`src/rtl/shop_dispatcher.sv`:
```
// shop_dispatcher: pops customers from N_Q queues into N_SRV service counters and counts down their service time.
// Build option: define DISPATCH_PRIO_EN for fixed lowest-index queue priority; default is round-robin.
module shop_dispatcher #(
    parameter int N_Q   = 3,
    parameter int N_SRV = 2,
    parameter int QI_W  = (N_Q > 1) ? $clog2(N_Q) : 1,
    parameter int SI_W  = (N_SRV > 1) ? $clog2(N_SRV) : 1
) (
    input  logic                 clk,
    input  logic                 rst_n,
    input  logic                 tick,
    input  logic [N_Q-1:0]       q_empty,
    input  logic [4*N_Q-1:0]     q_qn,
    input  logic [4*N_Q-1:0]     q_qt,
    output logic [N_Q-1:0]       q_re,
    output logic [N_SRV-1:0]     srv_busy,
    output logic [4*N_SRV-1:0]   srv_num,
    output logic [4*N_SRV-1:0]   srv_left,
    output logic [N_SRV-1:0]     srv_done,
    output logic                 disp_valid,
    output logic [QI_W-1:0]      disp_q,
    output logic [SI_W-1:0]      disp_srv
);
    typedef enum logic {S_SCAN, S_POP} state_t;
    state_t                  state_q, state_d;
    logic [QI_W-1:0]         win_q_q, win_q_d, rr_ptr_q, rr_ptr_d;
    logic [SI_W-1:0]         win_s_q, win_s_d;
    logic [QI_W-1:0]         arb_lo, arb_hi, arb_idx;
    logic                    hi_found;
    logic [SI_W-1:0]         idle_idx;
    logic                    any_idle;
    logic [N_Q-1:0][3:0]     qn_a, qt_a;
    logic [N_SRV-1:0]        busy_q, done_q;
    logic [N_SRV-1:0][3:0]   num_q, left_q;
    logic                    dv_q;
    logic [QI_W-1:0]         dq_q;
    logic [SI_W-1:0]         ds_q;
    logic                    pop;
    logic [3:0]              head_len;

    assign qn_a = q_qn;
    assign qt_a = q_qt;

    // Search from rr_ptr upward first, then wrap to the lowest non-empty queue; rr_ptr stuck at 0 gives fixed priority.
    always_comb begin
        arb_lo   = '0;
        arb_hi   = '0;
        hi_found = 1'b0;
        for (int k = N_Q - 1; k >= 0; k--) begin
            if (!q_empty[k]) begin
                arb_lo = QI_W'(k);
                if (k >= int'(rr_ptr_q)) begin
                    arb_hi   = QI_W'(k);
                    hi_found = 1'b1;
                end
            end
        end
    end

    assign arb_idx = hi_found ? arb_hi : arb_lo;

    // Lowest-index idle counter, judged on the registered busy flags.
    always_comb begin
        idle_idx = '0;
        any_idle = 1'b0;
        for (int s = N_SRV - 1; s >= 0; s--) begin
            if (!busy_q[s]) begin
                idle_idx = SI_W'(s);
                any_idle = 1'b1;
            end
        end
    end

    // Next state: latch the winners in SCAN, always spend exactly one cycle in POP.
    always_comb begin
        state_d = state_q;
        win_q_d = win_q_q;
        win_s_d = win_s_q;
        if (state_q == S_SCAN) begin
            if (any_idle && !(&q_empty)) begin
                state_d = S_POP;
                win_q_d = arb_idx;
                win_s_d = idle_idx;
            end
        end else begin
            state_d = S_SCAN;
        end
    end

    // The pop is abandoned if the chosen queue drained between SCAN and POP.
    assign pop      = (state_q == S_POP) && !q_empty[win_q_q];
    assign q_re     = (rst_n && pop) ? (N_Q'(1) << win_q_q) : '0;
    assign head_len = (qt_a[win_q_q] == 4'd0) ? 4'd1 : qt_a[win_q_q];
`ifdef DISPATCH_PRIO_EN
    assign rr_ptr_d = '0;
`else
    assign rr_ptr_d = pop ? ((win_q_q == QI_W'(N_Q - 1)) ? '0 : win_q_q + 1'b1) : rr_ptr_q;
`endif

    // FSM and arbitration state registers.
    always_ff @(posedge clk) begin
        if (!rst_n) begin
            state_q  <= S_SCAN;
            win_q_q  <= '0;
            win_s_q  <= '0;
            rr_ptr_q <= '0;
        end else begin
            state_q  <= state_d;
            win_q_q  <= win_q_d;
            win_s_q  <= win_s_d;
            rr_ptr_q <= rr_ptr_d;
        end
    end

    // Per-counter load on dispatch, otherwise count down on tick; done pulses the cycle after the last tick.
    always_ff @(posedge clk) begin
        if (!rst_n) begin
            busy_q <= '0;
            done_q <= '0;
            num_q  <= '0;
            left_q <= '0;
        end else begin
            for (int s = 0; s < N_SRV; s++) begin
                done_q[s] <= tick && busy_q[s] && (left_q[s] == 4'd1);
                if (pop && (win_s_q == SI_W'(s))) begin
                    busy_q[s] <= 1'b1;
                    num_q[s]  <= qn_a[win_q_q];
                    left_q[s] <= head_len;
                end else if (tick && busy_q[s]) begin
                    left_q[s] <= left_q[s] - 4'd1;
                    if (left_q[s] == 4'd1) busy_q[s] <= 1'b0;
                end
            end
        end
    end

    // Dispatch report: one-cycle valid, indices held until the next dispatch.
    always_ff @(posedge clk) begin
        if (!rst_n) begin
            dv_q <= 1'b0;
            dq_q <= '0;
            ds_q <= '0;
        end else begin
            dv_q <= pop;
            if (pop) begin
                dq_q <= win_q_q;
                ds_q <= win_s_q;
            end
        end
    end

    assign srv_busy   = busy_q;
    assign srv_done   = done_q;
    assign srv_num    = num_q;
    assign srv_left   = left_q;
    assign disp_valid = dv_q;
    assign disp_q     = dq_q;
    assign disp_srv   = ds_q;
endmodule

```
`config.mk`:
```
export PLATFORM = sky130hd
export DESIGN_NAME = shop_dispatcher
export DESIGN_NICKNAME = d
export VERILOG_FILES = /design/src/rtl/shop_dispatcher.sv
export SDC_FILE = /design/constraint.sdc
export NUM_CORES = 1
export LEC_CHECK = 0
export CORE_MARGIN = 1.5
export CORE_UTILIZATION = 30
export CTS_BUF_LIST = sky130_fd_sc_hd__clkbuf_4
export CTS_CLUSTER_DIAMETER = 40
export DETAILED_ROUTE_END_ITERATION = 6
export HOLD_SLACK_MARGIN = 0.15
export SYNTH_ARGS = -nofsm -noshare
export SYNTH_HDL_FRONTEND = slang
export SYNTH_SLANG_ARGS = --single-unit
```
`constraint.sdc`:
```
create_clock -name clk -period 2.6 [get_ports clk]
set_input_delay 0.52 -clock clk [delete_from_list [all_inputs] [get_ports clk]]
set_output_delay 0.52 -clock clk [all_outputs]
set_load 0.02 [all_outputs]
```
==> impl_metrics.py, run 1 <==
metrics = {
    "power_and_ir_drop": {
        "p_per_area_mw_per_mm2": 466.9,
        "power_mw": 1.053,
        "p_leak_nw": 0.8428,
        "ir_drop_uv": 212.4,
    },
    "placed_design": {
        "hpwlAfterDp_um": 3035,
        "place.gp.congestion": 0.7612,
        "port_buffers": 56,
        "place_inst": 297,
        "dp_slack_ps": -291.4,
    },
    "synthesis": {
        "synth-async-reset-ratio_pct": 0,
        "syn_area_mm2": 0.001544,
        "synth_commonest_cells": "dfxtp_1, nor2_1, a21oi_1",
        "yosysSeqAreaShare_pct": 38.90,
        "synth_flop_cell": "dfxtp_1",
        "ys_ff_latch": 30,
        "post-synth-top-area-cell": "dfxtp_1",
        "ys_warn_count": 0,
        "synth_edf_count": 0,
        "synth_most_common_cell": "dfxtp_1",
        "synthTopCellsByArea": "dfxtp_1, mux2i_1, nor2_1, a211oi_1, a21oi_1",
        "synth_area_per_cell_um2": 9.029,
        "syn_inst": 171,
        "synth_top_area_share_pct": 38.90,
        "synth_cell_types": 44,
        "synth_nets": 205,
    },
    "route": {
        "final_antenna_net_count": 0,
        "firstDrtPassIters": 4,
        "vias": 1449,
        "routed_wirelength_um": 4056,
        "drtIter0Drc": 53,
        "drc_errors": 0,
        "wl_per_cell_um": 13.30,
        "via_per_inst": 4.751,
    },
    "setup_path": {
        "arrival_ps": 1890,
        "path_class": "primary input to output port",
        "critical-path-max-stage-delay_ps": 440,
        "path_cells": "clkdlybuf4s50_1, mux2i_2, o211ai_2, or2_4, nor3b_2, buf_2",
        "cp.required_ps": 2080,
        "cp-end-kind": "output port",
        "crit_slowest_cell": "clkdlybuf4s50_1",
        "cp_max_fo": 4,
        "critPathLaunchType": "primary input",
    },
    "sta": {
        "rsz0062_at_grt": "false",
        "fin_crit_sh_pct": 92.61,
        "setup_violations": 0,
        "skew_ps": 17.68,
        "clock.fmax_ghz": 0.4153,
        "period_minus_slack_ps": 2408,
        "relSlewSlack_pct": 71.64,
        "max_slew.worst_pin.slew_ps": 425.4,
        "tns_ps": 0,
        "fin_ws_ps": 192.2,
        "hold_violations": 0,
        "timing.final.max_slew_violations": 0,
    },
    "clock_network": {
        "clk_latency_ps": 350,
        "cts_setup_buffers": 0,
        "cts_tree": "built",
        "cts_buffers": 5,
        "cts_root_buf": "clkbuf_4",
        "numClockSinks": 30,
        "cts.path.max_buffers": 2,
        "cts_hold_buffers": 0,
        "clk_pin_slew_ps": 90,
        "htreeDepth": 2,
        "ctsResizeCount": 6,
    },
    "die": {
        "core.rowCount": 25,
        "dieArea_mm2": 0.005586,
        "ios": 57,
        "initial_core_util_pct": 31.85,
        "fp.coreArea_mm2": 0.004848,
        "die_h_um": 74.74,
        "die_x_um": 74.74,
    },
    "hold_path": {
        "hp-class": "flop to flop",
    },
    "layout": {
        "fin_nets": 271,
        "drive_above_1_share_pct": 13.45,
        "num_antenna_cells": 0,
        "fin_cells": 305,
        "area_growth_pct": 46.03,
    },
    "run": {
        "drv_cap": 0,
    },
    "grt": {
        "antenna_found_initial": 0,
        "grt_pass1_vias": 1382,
        "gr-usage-all-layers_pct": 16.06,
        "globalRouteOverflowTotal": 0,
        "grt_max_degree": 26,
        "grt_pass1_wl_um": 6693,
    },
    "status": {
        "outcome": "complete, no violations",
    },
}
==> worst max-delay path, delay by kind of cell <==
kind / cells / cell delay (ps)
AOI/OAI and AO/OA: 1 / 110
buffers and inverters: 2 / 620
muxes: 1 / 200
and+or+nand+nor: 2 / 440
==> stage by stage <==
step	area, µm²	hold slack (ps)	util (%)
after floorplan	1544	493.4	-
after global placement	2213	449.0	45.65
after detailed placement	2213	450.8	45.65
after CTS	2267	468.4	46.76
after global routing	2255	479.0	46.50
final	2255	466.6	46.50
==> state kept, by name (all words and copies together) (netlist names) <==
register and count:
win_q_q 2, srv_busy 2, srv_left 8, disp_valid 1
disp_srv 1, srv_done 2, srv_num 8, state_q 1
disp_q 2, win_s_q 1, rr_ptr_q 2
==> area by class of cell <==
class / count / area, µm²
Timing Repair Buffer: 68 / 635.6
Multi-Input combinational cell: 124 / 850.8
Clock buffer: 5 / 37.54
Clock inverter: 3 / 16.27
Tap cell: 67 / 83.83
Inverter: 8 / 30.03
Fill cell: 492 / 2594
Sequential cell: 30 / 600.6
==> where the power goes <==
part	internal, mW	switching, mW	total [mW]
clock	0.100	0.174	0.274
sequential	0.486	0.0268	0.513
combinational	0.140	0.126	0.266
==> layout by cell type, fill, tap and decap left out, types with 2 or more instances in the layout <==
| cell | Yosys | routed |
|---|---|---|
| a211oi_1 | 10 | 10 |
| a21oi_1 | 13 | 13 |
| buf_4 | 2 | 12 |
| clkbuf_2 | 0 | 2 |
| clkbuf_4 | 0 | 5 |
| clkdlybuf4s50_1 | 0 | 53 |
| clkinv_1 | 1 | 2 |
| dfxtp_1 | 30 | 30 |
| ha_1 | 4 | 4 |
| inv_1 | 7 | 7 |
| mux2i_1 | 12 | 12 |
| nand2_1 | 11 | 11 |
| nand2b_1 | 3 | 3 |
| nand3_1 | 3 | 3 |
| nor2_1 | 23 | 23 |
| nor2b_1 | 3 | 3 |
| nor3_1 | 4 | 4 |
| nor3b_1 | 3 | 3 |
| nor4_1 | 2 | 2 |
| o21ai_0 | 3 | 3 |
| o2bb2ai_1 | 3 | 3 |
| xnor2_1 | 4 | 4 |
| xor2_1 | 2 | 2 |
==> layer usage <==
metal  global-route usage [%]  share of wire, %  up-vias
li1                         -                 -      746
met1                    20.70                46      647
met2                    25.00                45       48
met3                    5.355               6.8        8
met4                    6.061               1.4        0
met5                        0                 0        -
==> worst paths after layout <==
check	from	endpoint	slack, ps	cells after the start
setup / recovery	q_empty[2]	q_re[2]	190	6
hold / removal	disp_q[0]	disp_q[0]	470	2
setup reg to reg	win_q_q[0]	srv_left[4]	800	6
hold reg to reg	disp_q[0]	disp_q[0]	470	2
==> kinds of logic (layout without fill, tap and decap cells) <==
group / after synthesis / after routing / synth area share, %
buf+inv: 17 / 84 / 6.158
xor+xnor: 6 / 6 / 3.404
flops: 30 / 30 / 38.90
fa+ha+maj: 4 / 4 / 3.242
compound gates: 42 / 42 / 20.50
mux: 14 / 14 / 9.400
simple gates: 58 / 58 / 18.40
Note: power is estimated with default switching activity, not from simulation.
==> inputs of run 2 (changes only) <==
- CAP_MARGIN: not set -> 20
- GPL_TIMING_DRIVEN: not set -> 0
==> impl_metrics.py, run 2 (synthesis gave the netlist of run 1 again) <==
metrics = {
    "status": {
        "outcome": "complete, no violations",
    },
    "sta": {
        "clock.fmax_ghz": 0.4028,
        "max_slew.worst_pin.slew_ps": 497.7,
        "whs_ps": 473.1,
        "rsz0062_at_grt": "false",
        "skew_ps": 10.98,
        "timing.final.max_slew_violations": 0,
        "fin_crit_sh_pct": 95.49,
        "tns_ps": 0,
        "hold_violations": 0,
        "setup_violations": 0,
        "relSlewSlack_pct": 66.82,
        "period_minus_slack_ps": 2483,
    },
    "route": {
        "final_antenna_net_count": 0,
        "vias": 1459,
        "drc_errors": 0,
        "wl_per_cell_um": 13.21,
        "via_per_inst": 4.784,
        "firstDrtPassIters": 4,
        "drtIter0Drc": 46,
        "routed_wirelength_um": 4029,
    },
    "die": {
        "initial_core_util_pct": 31.85,
        "core.rowCount": 25,
        "die_h_um": 74.74,
        "dieArea_mm2": 0.005586,
        "fp.coreArea_mm2": 0.004848,
        "ios": 57,
        "die_x_um": 74.74,
    },
    "grt": {
        "gr-usage-all-layers_pct": 15.55,
        "globalRouteOverflowTotal": 0,
        "grt_pass1_wl_um": 6513,
        "grt_pass1_vias": 1337,
        "antenna_found_initial": 0,
        "grt_max_degree": 12,
    },
    "clock_network": {
        "clk_latency_ps": 340,
        "cts_root_buf": "clkbuf_4",
        "cts_buffers": 5,
        "htreeDepth": 2,
        "numClockSinks": 30,
        "cts_tree": "built",
        "cts_hold_buffers": 0,
        "clk_pin_slew_ps": 110,
        "cts.path.max_buffers": 2,
    },
    "power_and_ir_drop": {
        "ir_drop_uv": 286.4,
        "p_seq_share_pct": 43.7,
        "comb_power_share_pct": 23.1,
        "p_sw_mw": 0.3439,
        "p_leak_nw": 0.8516,
        "switching_share_pct": 29.37,
        "p_clk_share_pct": 33.2,
        "p_per_area_mw_per_mm2": 508.7,
        "intPower_mw": 0.8267,
    },
    "layout": {
        "fin_nets": 271,
        "drive_above_1_share_pct": 13.03,
        "post-route-util_pct": 47.46,
        "final_common_cell": "clkdlybuf4s50_1",
        "ff_latch_area_um2": 600.6,
        "multi_input_area_um2": 868.3,
        "stdcell_area_mm2": 0.002301,
        "nFillCells": 495,
        "area_growth_pct": 49.03,
        "layout_common_cells": "clkdlybuf4s50_1, dfxtp_1, nor2_1",
        "num_antenna_cells": 0,
    },
    "run": {
        "drv_cap": 0,
    },
    "setup_path": {
        "crit_slowest_cell": "clkdlybuf4s50_1",
        "path_class": "primary input to output port",
        "critPathBufInv": 2,
        "cp.required_ps": 2080,
        "critPathTopFamily": "buffers and inverters",
        "critical-path-max-stage-delay_ps": 460,
        "startpoint": "q_empty[1]",
        "cp-end-kind": "output port",
        "arrival_ps": 1960,
        "ff2ff_setup_slack_ps": 880,
        "critPathLaunchType": "primary input",
        "cp_max_fo": 8,
        "path_cells": "clkdlybuf4s50_1, nand3b_1, o211ai_4, or2_4, nor3b_2, buf_2",
        "rr_startpoint": "win_q_q[1]",
    },
    "placed_design": {
        "place.gp.congestion": 0.7556,
        "port_buffers": 56,
        "postPlaceCellArea_mm2": 0.002188,
        "hpwlAfterDp_um": 3037,
    },
    "hold_path": {
        "hp-start": "disp_q[0]",
        "hp-class": "flop to flop",
    },
}
-- run 2: cell count changes in the layout (fill, tap and decap cells not counted), moves of 2 or more --
cell	change
buf_4	-7
buf_2	+3
buf_6	+3
clkbuf_1	+3
clkbuf_2	-2
clkdlybuf4s50_1	-2
clkinv_1	-2
dlygate4sd2_1	+2
-- run 2: power groups by stage --
stage	Sequential, mW	Clock (mW)	Combinational [mW]
floorplan	0.543	0	0.122
global placement	0.522	0	0.265
detailed placement	0.522	0	0.266
CTS	0.512	0.394	0.273
global route	0.516	0.412	0.298
finish	0.512	0.388	0.271
-- run 2: worst paths after layout --
path	to	depth (start not counted)
min	disp_q[0]	2
max	q_re[2]	6
max reg2reg	srv_num[2]	8
min reg2reg	disp_q[0]	2
-- run 2: worst reg2reg max path, stage by stage (launching register included) --
cell,delay (ps)
dfxtp_1,350
buf_6,150
nand3b_1,190
buf_4,130
buf_4,110
o2111a_2,280
buf_4,200
nor2_1,60
a211oi_2,170
-- run 2: stage by stage --
step                total power, mW  cells  setup slack, ps
floorplan                    0.6645    171            357.1
global placement             0.7861    294           -643.4
detailed placement           0.7877    294           -645.6
CTS                           1.179    304            16.68
global route                  1.226    305            42.62
finish                        1.171    305            117.2
-- run 2: repair_timing --
item,in CTS,in global routing
setup endpoints to repair,3,2
buffers inserted,2,1
pin swaps,1,1
resized for setup,19,2
-- run 2: metal layers --
layer	GRT usage (%)	up-vias	share of wire (%)
li1	-	747	-
met1	20.28	662	47
met2	23.71	43	44
met3	6.961	7	6.8
met4	3.636	0	1.5
met5	0	-	0
-- run 2: cell type report --
cell class / instances / share of cell area (%)
inverter: 8 / 1.523
clock inverter: 3 / 1.958
buffer: 9 / 2.828
clock buffer: 5 / 1.631
timing repair buffer: 59 / 24.58
multi-input combinational: 124 / 37.74
tap: 67 / 3.643
sequential: 30 / 26.10
